[src/rtl/mmu_ctrl_regs.sv]
// -----------------------------------------------------------------------------
// mmu_ctrl_regs
//
// MMU control register file: CRP/SRP root pointers (64-bit, committed
// atomically on the LO write), TC, MMUSR (sticky hardware set, W1C software
// clear), NUM_TT transparent-translation registers and a CMD register.
// Any TC write, root-pointer commit or CMD bit-0 write requests an ATC flush.
// Requests that arrive while one is already outstanding coalesce into a
// single re-request.
//
// Optional feature macro: MMU_TT_LOCK_EN
//   defined   : TTi bit 15 locks TTi against further writes until rst.
//   undefined : TT writes always apply, bit 15 is plain storage.
//
// Ports
//   clk, rst          clock, asynchronous active-high reset
//   wr_en, rd_en      register bus write / read strobes
//   addr, wr_data     word address, write data
//   rd_data, rd_valid registered read data and valid (1-cycle latency)
//   bus_err           pulses the cycle after an unmapped access
//   crp_limit/root    committed CRP upper word / root address
//   srp_limit/root    committed SRP upper word / root address
//   tc, mmu_enable    translation control, tc[31]
//   tt                TT registers, TTi at [32i+31:32i]
//   mmusr             status register
//   fault_valid/bits  hardware status set event
//   flush_req/ack     ATC flush handshake
// -----------------------------------------------------------------------------
module mmu_ctrl_regs #(
  parameter int PA_WIDTH   = 32,
  parameter int NUM_TT     = 2,
  parameter int ADDR_WIDTH = 5
) (
  input  logic                  clk,
  input  logic                  rst,
  input  logic                  wr_en,
  input  logic                  rd_en,
  input  logic [ADDR_WIDTH-1:0] addr,
  input  logic [31:0]           wr_data,
  output logic [31:0]           rd_data,
  output logic                  rd_valid,
  output logic                  bus_err,
  output logic [31:0]           crp_limit,
  output logic [PA_WIDTH-1:0]   crp_root,
  output logic [31:0]           srp_limit,
  output logic [PA_WIDTH-1:0]   srp_root,
  output logic [31:0]           tc,
  output logic                  mmu_enable,
  output logic [NUM_TT*32-1:0]  tt,
  output logic [15:0]           mmusr,
  input  logic                  fault_valid,
  input  logic [15:0]           fault_bits,
  output logic                  flush_req,
  input  logic                  flush_ack
);

  localparam logic [31:0] A_CRP_HI  = 32'h00;
  localparam logic [31:0] A_CRP_LO  = 32'h01;
  localparam logic [31:0] A_SRP_HI  = 32'h02;
  localparam logic [31:0] A_SRP_LO  = 32'h03;
  localparam logic [31:0] A_TC      = 32'h04;
  localparam logic [31:0] A_MMUSR   = 32'h05;
  localparam logic [31:0] A_CMD     = 32'h06;
  localparam int          A_TT_BASE = 8;

  typedef enum logic [1:0] {
    FL_IDLE,
    FL_REQ,
    FL_REARM
  } flush_state_e;

  // Register state
  logic [31:0]         crp_hi_q, crp_hi_d, crp_sh_q, crp_sh_d;
  logic [PA_WIDTH-1:0] crp_lo_q, crp_lo_d;
  logic [31:0]         srp_hi_q, srp_hi_d, srp_sh_q, srp_sh_d;
  logic [PA_WIDTH-1:0] srp_lo_q, srp_lo_d;
  logic [31:0]         tc_q, tc_d;
  logic [15:0]         mmusr_q, mmusr_d;
  logic [31:0]         tt_q [NUM_TT];
  logic [31:0]         tt_d [NUM_TT];
  logic [31:0]         rd_data_q, rd_data_d;
  logic                rd_valid_q, bus_err_q, bus_err_d;
  flush_state_e        state_q, state_d;
  logic                pending_q, pending_d;

  // Decode
  logic [31:0]       addr_ext;
  logic              sel_crp_hi, sel_crp_lo, sel_srp_hi, sel_srp_lo;
  logic              sel_tc, sel_mmusr, sel_cmd, mapped;
  logic [NUM_TT-1:0] tt_sel, tt_locked;
  logic [31:0]       crp_lo_ext, srp_lo_ext, rd_word;
  logic [15:0]       mmusr_clr, mmusr_set;
  logic              trigger;

  assign addr_ext   = 32'(addr);
  assign sel_crp_hi = (addr_ext == A_CRP_HI);
  assign sel_crp_lo = (addr_ext == A_CRP_LO);
  assign sel_srp_hi = (addr_ext == A_SRP_HI);
  assign sel_srp_lo = (addr_ext == A_SRP_LO);
  assign sel_tc     = (addr_ext == A_TC);
  assign sel_mmusr  = (addr_ext == A_MMUSR);
  assign sel_cmd    = (addr_ext == A_CMD);

  always_comb begin
    // NOTE: every combinational output gets a default first so no path
    // leaves it unassigned, which would infer a latch.
    tt_sel    = '0;
    tt_locked = '0;
    for (int i = 0; i < NUM_TT; i++) begin
      tt_sel[i] = (addr_ext == 32'(A_TT_BASE + i));
`ifdef MMU_TT_LOCK_EN
      tt_locked[i] = tt_q[i][15];
`endif
    end
  end

  assign mapped = sel_crp_hi | sel_crp_lo | sel_srp_hi | sel_srp_lo |
                  sel_tc | sel_mmusr | sel_cmd | (|tt_sel);

  // Flush is requested by anything that can change the translation tables'
  // interpretation, plus an explicit CMD request.
  assign trigger = wr_en & (sel_tc | sel_crp_lo | sel_srp_lo |
                            (sel_cmd & wr_data[0]));

  // Read mux: HI words return the committed value, never the shadow.
  // CMD and unmapped addresses read as zero.
  always_comb begin
    crp_lo_ext                = '0;
    crp_lo_ext[PA_WIDTH-1:0]  = crp_lo_q;
    srp_lo_ext                = '0;
    srp_lo_ext[PA_WIDTH-1:0]  = srp_lo_q;
    rd_word                   = '0;
    if (sel_crp_hi) rd_word = crp_hi_q;
    if (sel_crp_lo) rd_word = crp_lo_ext;
    if (sel_srp_hi) rd_word = srp_hi_q;
    if (sel_srp_lo) rd_word = srp_lo_ext;
    if (sel_tc)     rd_word = tc_q;
    if (sel_mmusr)  rd_word = {16'h0000, mmusr_q};
    for (int i = 0; i < NUM_TT; i++) begin
      if (tt_sel[i]) rd_word = tt_q[i];
    end
  end

  // Register next state
  always_comb begin
    crp_hi_d = crp_hi_q;
    crp_sh_d = crp_sh_q;
    crp_lo_d = crp_lo_q;
    srp_hi_d = srp_hi_q;
    srp_sh_d = srp_sh_q;
    srp_lo_d = srp_lo_q;
    tc_d     = tc_q;
    tt_d     = tt_q;
    if (wr_en) begin
      // HI writes only load the shadow; the LO write commits both halves.
      if (sel_crp_hi) crp_sh_d = wr_data;
      if (sel_crp_lo) begin
        crp_hi_d = crp_sh_q;
        crp_lo_d = wr_data[PA_WIDTH-1:0];
      end
      if (sel_srp_hi) srp_sh_d = wr_data;
      if (sel_srp_lo) begin
        srp_hi_d = srp_sh_q;
        srp_lo_d = wr_data[PA_WIDTH-1:0];
      end
      if (sel_tc) tc_d = wr_data;
      for (int i = 0; i < NUM_TT; i++) begin
        if (tt_sel[i] && !tt_locked[i]) tt_d[i] = wr_data;
      end
    end

    // Set is applied after clear so a simultaneous hardware set wins.
    mmusr_clr = (wr_en && sel_mmusr) ? wr_data[15:0] : 16'h0000;
    mmusr_set = fault_valid ? fault_bits : 16'h0000;
    mmusr_d   = (mmusr_q & ~mmusr_clr) | mmusr_set;

    // Read captures the pre-write state; rd_data holds when idle.
    rd_data_d = rd_en ? rd_word : rd_data_q;
    bus_err_d = (rd_en | wr_en) & ~mapped;
  end

  // Flush FSM next state
  always_comb begin
    state_d   = state_q;
    pending_d = pending_q;
    case (state_q)
      FL_IDLE: begin
        if (trigger) state_d = FL_REQ;
      end
      FL_REQ: begin
        // Triggers during an outstanding request, including one coincident
        // with the ack, coalesce into a single re-request.
        pending_d = pending_q | trigger;
        if (flush_ack) state_d = (pending_q | trigger) ? FL_REARM : FL_IDLE;
      end
      FL_REARM: begin
        pending_d = 1'b0;
        state_d   = FL_REQ;
      end
      default: begin
        pending_d = 1'b0;
        state_d   = FL_IDLE;
      end
    endcase
  end

  always_ff @(posedge clk or posedge rst) begin
    if (rst) begin
      crp_hi_q   <= '0;
      crp_sh_q   <= '0;
      crp_lo_q   <= '0;
      srp_hi_q   <= '0;
      srp_sh_q   <= '0;
      srp_lo_q   <= '0;
      tc_q       <= '0;
      mmusr_q    <= '0;
      // NOTE: the TT array is a handful of flops, not a RAM, so it is reset
      // like any other register and reads back 0 after rst.
      for (int i = 0; i < NUM_TT; i++) tt_q[i] <= '0;
      rd_data_q  <= '0;
      rd_valid_q <= 1'b0;
      bus_err_q  <= 1'b0;
      state_q    <= FL_IDLE;
      pending_q  <= 1'b0;
    end else begin
      // NOTE: non-blocking assignments so every register samples the
      // pre-edge values, independent of statement order.
      crp_hi_q   <= crp_hi_d;
      crp_sh_q   <= crp_sh_d;
      crp_lo_q   <= crp_lo_d;
      srp_hi_q   <= srp_hi_d;
      srp_sh_q   <= srp_sh_d;
      srp_lo_q   <= srp_lo_d;
      tc_q       <= tc_d;
      mmusr_q    <= mmusr_d;
      for (int i = 0; i < NUM_TT; i++) tt_q[i] <= tt_d[i];
      rd_data_q  <= rd_data_d;
      rd_valid_q <= rd_en;
      bus_err_q  <= bus_err_d;
      state_q    <= state_d;
      pending_q  <= pending_d;
    end
  end

  // Outputs
  assign rd_data    = rd_data_q;
  assign rd_valid   = rd_valid_q;
  assign bus_err    = bus_err_q;
  assign crp_limit  = crp_hi_q;
  assign crp_root   = crp_lo_q;
  assign srp_limit  = srp_hi_q;
  assign srp_root   = srp_lo_q;
  assign tc         = tc_q;
  assign mmu_enable = tc_q[31];
  assign mmusr      = mmusr_q;
  // Decoded straight from the state register so rst drops it asynchronously.
  assign flush_req  = (state_q == FL_REQ);

  for (genvar g = 0; g < NUM_TT; g++) begin : g_tt_out
    assign tt[32*g +: 32] = tt_q[g];
  end

endmodule

[config.mk]
export PLATFORM = sky130hd
export DESIGN_NAME = mmu_ctrl_regs
export DESIGN_NICKNAME = d
export VERILOG_FILES = /design/src/rtl/mmu_ctrl_regs.sv
export SDC_FILE = /design/constraint.sdc
export NUM_CORES = 1
export LEC_CHECK = 0
export BUFFER_PORTS_ARGS = -buffer_cell sky130_fd_sc_hd__buf_2
export CORE_MARGIN = 4
export CORE_UTILIZATION = 49
export CTS_CLUSTER_DIAMETER = 60
export DETAILED_ROUTE_END_ITERATION = 10
export PLACE_DENSITY_LB_ADDON = 0.1
export SLEW_MARGIN = 15
export SYNTH_ARGS = -nofsm -noshare
export SYNTH_HDL_FRONTEND = slang
export SYNTH_SLANG_ARGS = --single-unit
export TNS_END_PERCENT = 30
[constraint.sdc]
create_clock -name clk -period 10.9 [get_ports clk]
set_input_delay 2.18 -clock clk [delete_from_list [all_inputs] [get_ports clk]]
set_output_delay 2.18 -clock clk [all_outputs]
set_load 0.03 [all_outputs]
# After elaboration in Yosys (flattened, before gate mapping)
# Cells that the tools add are included.
# classes
n_reduce_logical,12
eq_ne,12
mux,15
bitwise_logic,19
# ops
op,n
32-bit 2-to-1 mux,8
32-bit logical NOT,1
16-bit 2-to-1 mux,2
16-bit bitwise AND,1
16-bit inverter,1
16-bit bitwise OR,1
2-bit AND reduction,8
5-bit by 3-bit == test with 1-bit output (second input constant),3
1-bit bitwise OR,12
5-bit by 2-bit == test with 1-bit output (second input constant),2
5-bit by 4-bit == test with 1-bit output (second input constant),2
2-bit 2-to-1 mux,3
2-bit one-hot mux with 3 select lines,1
5-bit by 1-bit == test with 1-bit output (second input constant),1
1-bit bitwise AND,3
2-bit by 1-bit == test with 1-bit output (second input constant),1
2-bit == test (second input constant),1
2-bit logical NOT,1
2-bit by 1-bit != test with 1-bit output (second input constant),1
2-bit != test (second input constant),1
1-bit one-hot mux with 2 select lines,1
2-bit OR reduction,1
1-bit logical AND,1
1-bit inverter,1
# word_totals
inputBits,59
regBits,341
word_cells,73

# Logic depth before layout (Yosys ltp)
# Gate-level depths: netlist of run 1.
# logic_depth
ltp_word,10
ltp_mapped,8
ltp_nobuf,4

# Worst setup path after synthesis of run 1
# OpenSTA, ideal clock, no wires.
# synth_timing
path_type,input port to flip-flop
from,in addr[1]
to,reg rd_data_q[1] (netlist: rd_data[1])
slack_ps,7343
t_arrival_ps,3414
n_path_buf,3
setup_ps,142
path_stages,7
path_cell_list,buf_4 > buf_2 > buf_2 > mux4_2 > a21o_1 > o211ai_1 > o221ai_1
# synth_via
elab_chain_cells,9
word_cells_on_any_way,16
# synth_lines
item,line_no,rtl
start: declaration,38,"input logic [ADDR_WIDTH-1:0] addr,"
32-bit logical NOT,96,assign sel_crp_hi = (addr_ext == A_CRP_HI);
32-bit 2-to-1 mux,133,if (sel_crp_hi) rd_word = crp_hi_q;
32-bit 2-to-1 mux,134,if (sel_crp_lo) rd_word = crp_lo_ext;
32-bit 2-to-1 mux,135,if (sel_srp_hi) rd_word = srp_hi_q;
32-bit 2-to-1 mux,136,if (sel_srp_lo) rd_word = srp_lo_ext;
32-bit 2-to-1 mux,137,if (sel_tc) rd_word = tc_q;
32-bit 2-to-1 mux,138,"if (sel_mmusr) rd_word = {16'h0000, mmusr_q};"
32-bit 2-to-1 mux,140,if (tt_sel[i]) rd_word = tt_q[i];
32-bit 2-to-1 mux *,140,
end signal: assignment,237,rd_data_q <= rd_data_d;
end: declaration,81,"logic [31:0] rd_data_q, rd_data_d;"
# Mark *: on every way between the ends. The rest lies on a longest branch, timed or not.
# A chain may end at the register's enable or synchronous reset.

# Worst setup path after layout of run 1
# layout_timing
from,in addr[0]
to,reg rd_data_q[6] (netlist: rd_data[6])
# The elaborated chain is that of the path after synthesis.

==> summary.md, run 1 <==
| Metric | Value |
|---|---|
| Status | `finished clean` |
| Ranking of synthesized cells by area | `dfrtp_1 (55%), mux2_2 (16%), mux2_4 (5.8%)` |
| Syn_nets | `between 1000 and 1500` |
| DR vias | `roughly 11000` |
| Root Driver | `clkbuf_16` |
| CTS max path bufs | `3` |
| Synth Instances | `~1100` |
| Final period utilization | `between 40% and 50%` |
| Worst Skew | `14.14 ps` |
| Crit path required time | `~11000 ps` |
| Critical path, cell by cell | `buf_4 -> buf_4 -> buf_4 -> nand3b_1 -> a211oi_2 -> o21ai_0 -> o221ai_1` |
| Vias per cell | `between 5 and 6` |
| Lkg Pwr | `approximately 9.5 nW` |
| CTS Hold Bufs | `0` |
| Post-CTS sizing | `0` |
| Dpl cell area | `17260 sq um` |
| Final Hold Viols | `0` |
| # DRC | `0` |
| Syn Area/Cell | `14.17 sq um` |
| Area leader, netlist | `dfrtp_1` |
| CTS clk-pin slew, worst paths | `~60 ps` |
| Critical path fanouts, max | `40` |
| CP max stage delay | `930 ps` |
| Asr flop ratio synth | `100.0%` |
| CTS tree | `built` |
| Later-pin clock latency in the skew report | `roughly 520 ps` |
| Fin nets | `around 1500` |
| Core area | `just over 30000 sq um` |
| Main flop type after synthesis | `dfrtp_1` |
| Maxcap violations | `0` |
| Rows | `between 60 and 70` |
| Vias in the first global route | `10770` |
| First-pass iteration count of the detailed router | `5` |
| WL final | `around 44000 microns` |
| Post-synthesis cell type count | `between 50 and 60` |
| Chip Width | `approximately 190 microns` |
| Die Span Y | `about 190 microns` |
| # setup viols final | `0` |
| Worst reg-to-reg setup slack | `between 9000 and 10000 ps` |
| Warnings, synthesis | `0` |
| GRT Util Overall | `roughly a quarter` |
| Share of cells above drive strength 1 | `a little over half` |
| Yosys top cell area share | `between 50% and 60%` |
| Highest-delay cell along the critical path | `a211oi_2` |
| Synth-to-layout area growth | `20.49%` |
| Least-Margin Pin Slew | `approximately 1100 ps` |
| Max Fclk | `between 200 and 250 MHz` |
| Post-layout instance area | `between 15000 and 20000 sq um` |
| CTS Buf Count | `39` |
| Post-route ant nets | `0` |
| Final critical-path required period | `a little under 5000 ps` |
| Critical path type | `in -> reg` |
| FF+latch count, synth | `341` |
| Worst VDD drop | `between 0.15 and 0.2 mV` |
| Register area share after synthesis | `a little under three fifths` |
| Die area | `34340 sq um` |
| # port buffers | `334` |
| Fin Setup TNS | `0 ps` |
| WP data arrival | `5370 ps` |
| Post-DP HPWL | `roughly 29000 microns` |
| # H-tree levels | `2` |
| Drt initial violations | `about 640` |
| GRT overflow | `0` |
| Max Slew Vio Count | `0` |
| Final setup margin | `5953 ps` |
| Io pins | `335` |
| Initial antenna violation count | `1` |
| CP Launch Type | `input port` |
| First-pass GRT wire length | `~67000 microns` |
| CP Capture Type | `flop` |
| Worst hold path class | `reg -> reg` |
| Slew HR | `around a quarter` |
| Drt wl/cell | `~24 microns` |
| Initial core utilization | `roughly half` |
| Setup bufs post-CTS | `0` |
| CTS Sinks | `between 300 and 400` |
| Placer congestion estimate | `a little over 0.8` |
| Post-synth EDFFs | `0` |
| Synthesized cell area | `roughly 15000 sq um` |
| CP dominant cell by count | `buf_4` |
| RSZ-0062 raised after global routing | `no` |
| Place WS | `around 5400 ps` |
| Largest net degree at the start of global routing | `approximately 180` |
| Pwr Density | `~210 nW/um^2` |
-- cell families after synthesis --
group           share of synthesized area [%]
flops                                   55.40
mux                                     28.02
compound gates                          8.643
buf+inv                                 3.988
simple gates                            3.948
-- registers in the layout, indices dropped and copies added (netlist names) --
name,flops
rd_valid,1
tc,32
bus_err,1
crp_root,32
state_q,2
tt,64
mmusr,16
srp_root,32
srp_limit,32
pending_q,1
rd_data,32
crp_limit,32
crp_sh_q,32
srp_sh_q,32
-- cells in the mapped netlist (3+ instances only) --
cell	count
a21oi_1	46
a22o_1	18
nor2b_1	5
a31oi_1	4
clkbuf_1	19
o21a_1	16
nor2_1	7
mux2_1	6
buf_2	31
dfrtp_1	341
nand3_1	3
nand2b_1	35
a21o_1	15
inv_1	29
mux4_2	31
mux2_4	60
o21ai_0	43
o211ai_1	13
o221ai_1	31
mux2_2	222
buf_4	11
nand2_1	37
mux2i_1	15
buf_6	16
-- layout make-up --
class / instances / area [sq um]
repair buffers: 349 / 1807
flip-flops and latches: 341 / 8533
multi-input cells: 636 / 6312
clock buffers: 55 / 1136
inverters: 30 / 116.4
well taps: 396 / 495.5
diodes: 1 / 2.502
clock inverters: 15 / 157.7
fillers: 2524 / 12270
-- critical path, delay by kind of cell --
family / cells / cell delay [ps]
buffers and inverters: 3 / 1620
AOI/OAI and AO/OA: 3 / 1380
and+or+nand+nor: 1 / 160
-- cell usage in the layout (no fill, tap or decap), drive strengths merged, types with 7 or more instances in the layout --
cell      n
clkinv   11
clkbuf   55
mux2i    15
o21a     16
o211ai   13
o221ai   31
a21oi    46
nor2      7
o21ai    44
buf     349
nand2b   35
mux2    288
mux4     31
dfrtp   341
inv      30
nand2    37
a21o     15
a22o     18
-- worst paths after layout --
kind                       cells past startpoint                 startpoint                   endpoint
max                                            7                    addr[0]     rd_data[6]$_DFFE_PP0P_
min                                            1     state_q[1]$_DFFE_PP0P_      pending_q$_DFFE_PP0N_
max reg2reg                                    4  crp_limit[13]$_DFFE_PP0P_    rd_data[13]$_DFFE_PP0P_
min reg2reg                                    1     state_q[1]$_DFFE_PP0P_      pending_q$_DFFE_PP0N_
max in group asynchronous                      4                        rst  srp_limit[30]$_DFFE_PP0P_
min in group asynchronous                      2                        rst   crp_limit[5]$_DFFE_PP0P_
-- power breakdown --
part	internal (mW)	total, mW	leakage [nW]	switching [mW]
Sequential	1.47	1.63	4.37	0.155
Clock	0.797	1.32	0.650	0.518
Combinational	0.349	0.926	4.50	0.577
-- per-stage QoR --
stage / util (%) / hold slack (ps) / cells / power (mW)
4_1_cts: 60.19 / 480.0 / 1822 / 3.906
5_1_grt: 60.20 / 493.4 / 1823 / 4.033
6_report: 60.20 / 477.2 / 1823 / 3.871
2_1_floorplan: - / 443.8 / 1087 / 2.261
3_3_place_gp: 55.95 / 452.6 / 1751 / 2.563
3_5_place_dp: 56.00 / 468.8 / 1752 / 2.582
-- layer usage --
metal | vias to the layer above | share of wire [%] | GRT usage [%]
met4 | 0 | 2.0 | 5.637
met1 | 5506 | 45 | 36.29
li1 | 4626 | - | -
met5 | - | 0 | 0
met3 | 62 | 7.0 | 5.126
met2 | 376 | 46 | 40.68
(Power assumes the default switching activity.)
==> run 2, diff against run 1 <==
--- a/config.mk
+++ b/config.mk
@@ -7,7 +7,7 @@
 export LEC_CHECK = 0
 export BUFFER_PORTS_ARGS = -buffer_cell sky130_fd_sc_hd__buf_2
 export CORE_MARGIN = 4
-export CORE_UTILIZATION = 49
+export CORE_UTILIZATION = 55
 export CTS_CLUSTER_DIAMETER = 60
 export DETAILED_ROUTE_END_ITERATION = 10
 export PLACE_DENSITY_LB_ADDON = 0.1
==> constraint.sdc (replaced) <==
create_clock -name clk -period 4.9 [get_ports clk]
set_input_delay 0.98 -clock clk [delete_from_list [all_inputs] [get_ports clk]]
set_output_delay 0.98 -clock clk [all_outputs]
set_load 0.03 [all_outputs]
==> summary.md, run 2 (synthesis results as in run 1) <==
| Metric | Value |
|---|---|
| Status | `finished clean` |
| Core area | `27250 sq um` |
| Hold Path End | `srp_limit[20]$_DFFE_PP0P_` |
| DR vias | `10560` |
| Worst Hold Path Cells | `1` |
| Worst reg-to-reg setup slack | `roughly 3400 ps` |
| Slew HR | `a little over a fifth` |
| CP max stage delay | `~1000 ps` |
| Synth-to-layout area growth | `19.48%` |
| Drt wl/cell | `24.05 microns` |
| GRT overflow | `0` |
| Max Slew Vio Count | `0` |
| Post-route ant nets | `0` |
| Layout fillers | `2060` |
| Commonest cells after routing, fill and taps aside | `dfrtp_1 (341), buf_2 (333), mux2_2 (222), mux2_4 (60), a21oi_1 (46)` |
| Fin Setup TNS | `0 ps` |
| Cell Count, Final, Fillers Out | `1794` |
| Io pins | `between 300 and 400` |
| Drt initial violations | `between 700 and 800` |
| Final critical-path required period | `3241 ps` |
| Die Span Y | `roughly 180 microns` |
| Hold wc startpoint | `srp_sh_q[20]$_DFFE_PP0P_` |
| WL final | `about 43000 microns` |
| Largest net degree at the start of global routing | `roughly 130` |
| Worst VDD drop | `0.3239 mV` |
| Area of the multi-input gates | `around 6300 sq um` |
| Min Hold Slack | `slightly below 500 ps` |
| # DRC | `0` |
| Critical path type | `in -> reg` |
| First-pass GRT wire length | `66140 microns` |
| CTS Sinks | `341` |
| CTS Hold Bufs | `0` |
| Overall power | `around 8.3 mW` |
| CP Launch Type | `input port` |
| Rows | `60` |
| Place WS | `1210 ps` |
| Vias in the first global route | `about 11000` |
| Post-CTS sizing | `0` |
| Root Driver | `clkbuf_16` |
| Maxcap violations | `0` |
| Worst hold path class | `reg -> reg` |
| Final setup margin | `1659 ps` |
| Most common cell after layout, fill and taps aside | `dfrtp_1` |
| Least-Margin Pin Slew | `~1200 ps` |
| Initial core utilization | `56.52%` |
| Die area | `between 30000 and 40000 sq um` |
| Post-layout instance area | `~18000 sq um` |
| # setup viols final | `0` |
| # H-tree levels | `2` |
| Crit Reg-Reg Startpoint | `srp_root[5]$_DFFE_PP0P_` |
| Highest-delay cell along the critical path | `a211oi_2` |
| Post-DP HPWL | `27780 microns` |
| Placer congestion estimate | `slightly above 0.8` |
| Dpl cells | `1728` |
| Final Hold Viols | `0` |
| Chip Width | `approximately 180 microns` |
| Vias per cell | `just under 6` |
| Lkg Pwr | `between 9 and 10 nW` |
| Worst Reg-to-Reg Cells | `4` |
| First-pass iteration count of the detailed router | `5` |
| Dpl cell area | `17250 sq um` |
| Critical path fanouts, max | `30` |
| # port buffers | `334` |
| CP Capture Type | `flop` |
| CTS clk-pin slew, worst paths | `~60 ps` |
| Worst Skew | `11.79 ps` |
| Util after Layout | `approximately 68%` |
| CTS Buf Count | `37` |
| Fin nets | `~1500` |
| Final period utilization | `approximately two thirds` |
| CTS max path bufs | `3` |
| Reg-to-Reg End | `rd_data[5]$_DFFE_PP0P_` |
| Later-pin clock latency in the skew report | `around 520 ps` |
| Max Fclk | `about 310 MHz` |
| Critical path, cell by cell | `buf_2 -> or2_2 -> a211oi_2 -> o21ai_0 -> o221ai_1` |
| Initial antenna violation count | `4` |
| Setup bufs post-CTS | `0` |
| RSZ-0062 raised after global routing | `no` |
| Max reg flops | `64` |
| Crit path required time | `about 5300 ps` |
| WP data arrival | `3670 ps` |
| Sequential Area | `approximately 8500 sq um` |
| CTS tree | `built` |
| Share of cells above drive strength 1 | `51.86%` |
| GRT Util Overall | `27.61%` |
| Pwr Density | `453.2 nW/um^2` |
-- run 2: cell types whose count changed in the layout (fill, tap and decap cells not counted) --
cell,previous run,this run
buf_12,1,3
buf_4,14,13
buf_8,1,0
bufinv_16,3,0
clkbuf_1,6,9
clkbuf_16,39,37
clkinv_2,10,7
clkinv_4,1,0
inv_6,1,2
-- run 2: power breakdown --
group | total [mW] | switching [mW] | internal (mW)
Combinational | 2.06 | 1.28 | 0.778
Clock | 2.66 | 1.11 | 1.54
Sequential | 3.62 | 0.343 | 3.28
-- run 2: layer usage --
metal,global-route usage [%],vias to the layer above,share of wire [%]
li1,-,4611,-
met1,39.02,5464,43
met2,43.74,400,47
met3,6.543,79,7.5
met4,6.939,8,2.4
met5,0,-,0.11
-- run 2: worst max path at each step --
stage / from / to / slack [ps]
6_report: addr[1] / rd_data[2]$_DFFE_PP0P_ / 1660
5_1_grt: addr[1] / rd_data[13]$_DFFE_PP0P_ / 1520
4_1_cts: addr[1] / rd_data[13]$_DFFE_PP0P_ / 1760
3_5_place_dp: addr[1] / rd_data[3]$_DFFE_PP0P_ / 1210
3_3_place_gp: addr[1] / rd_data[1]$_DFFE_PP0P_ / 1280
2_1_floorplan: rst / bus_err$_DFF_PP0_ / -640
-- run 2: worst max-delay path, delay by kind of cell --
family	cells	cell delay (ps)
AO/OA/AOI/OAI	3	1500
AND/OR/NAND/NOR	1	740
buffers and inverters	1	410
-- run 2: area by class of cell --
| type | count | share of cell area, % |
|---|---|---|
| clock inverter | 9 | 0.2855 |
| inverter | 30 | 0.6323 |
| timing repair buffer | 349 | 9.912 |
| multi-input combinational | 636 | 34.30 |
| antenna | 1 | 0.01360 |
| tap | 372 | 2.529 |
| clock buffer | 56 | 5.962 |
| sequential | 341 | 46.37 |
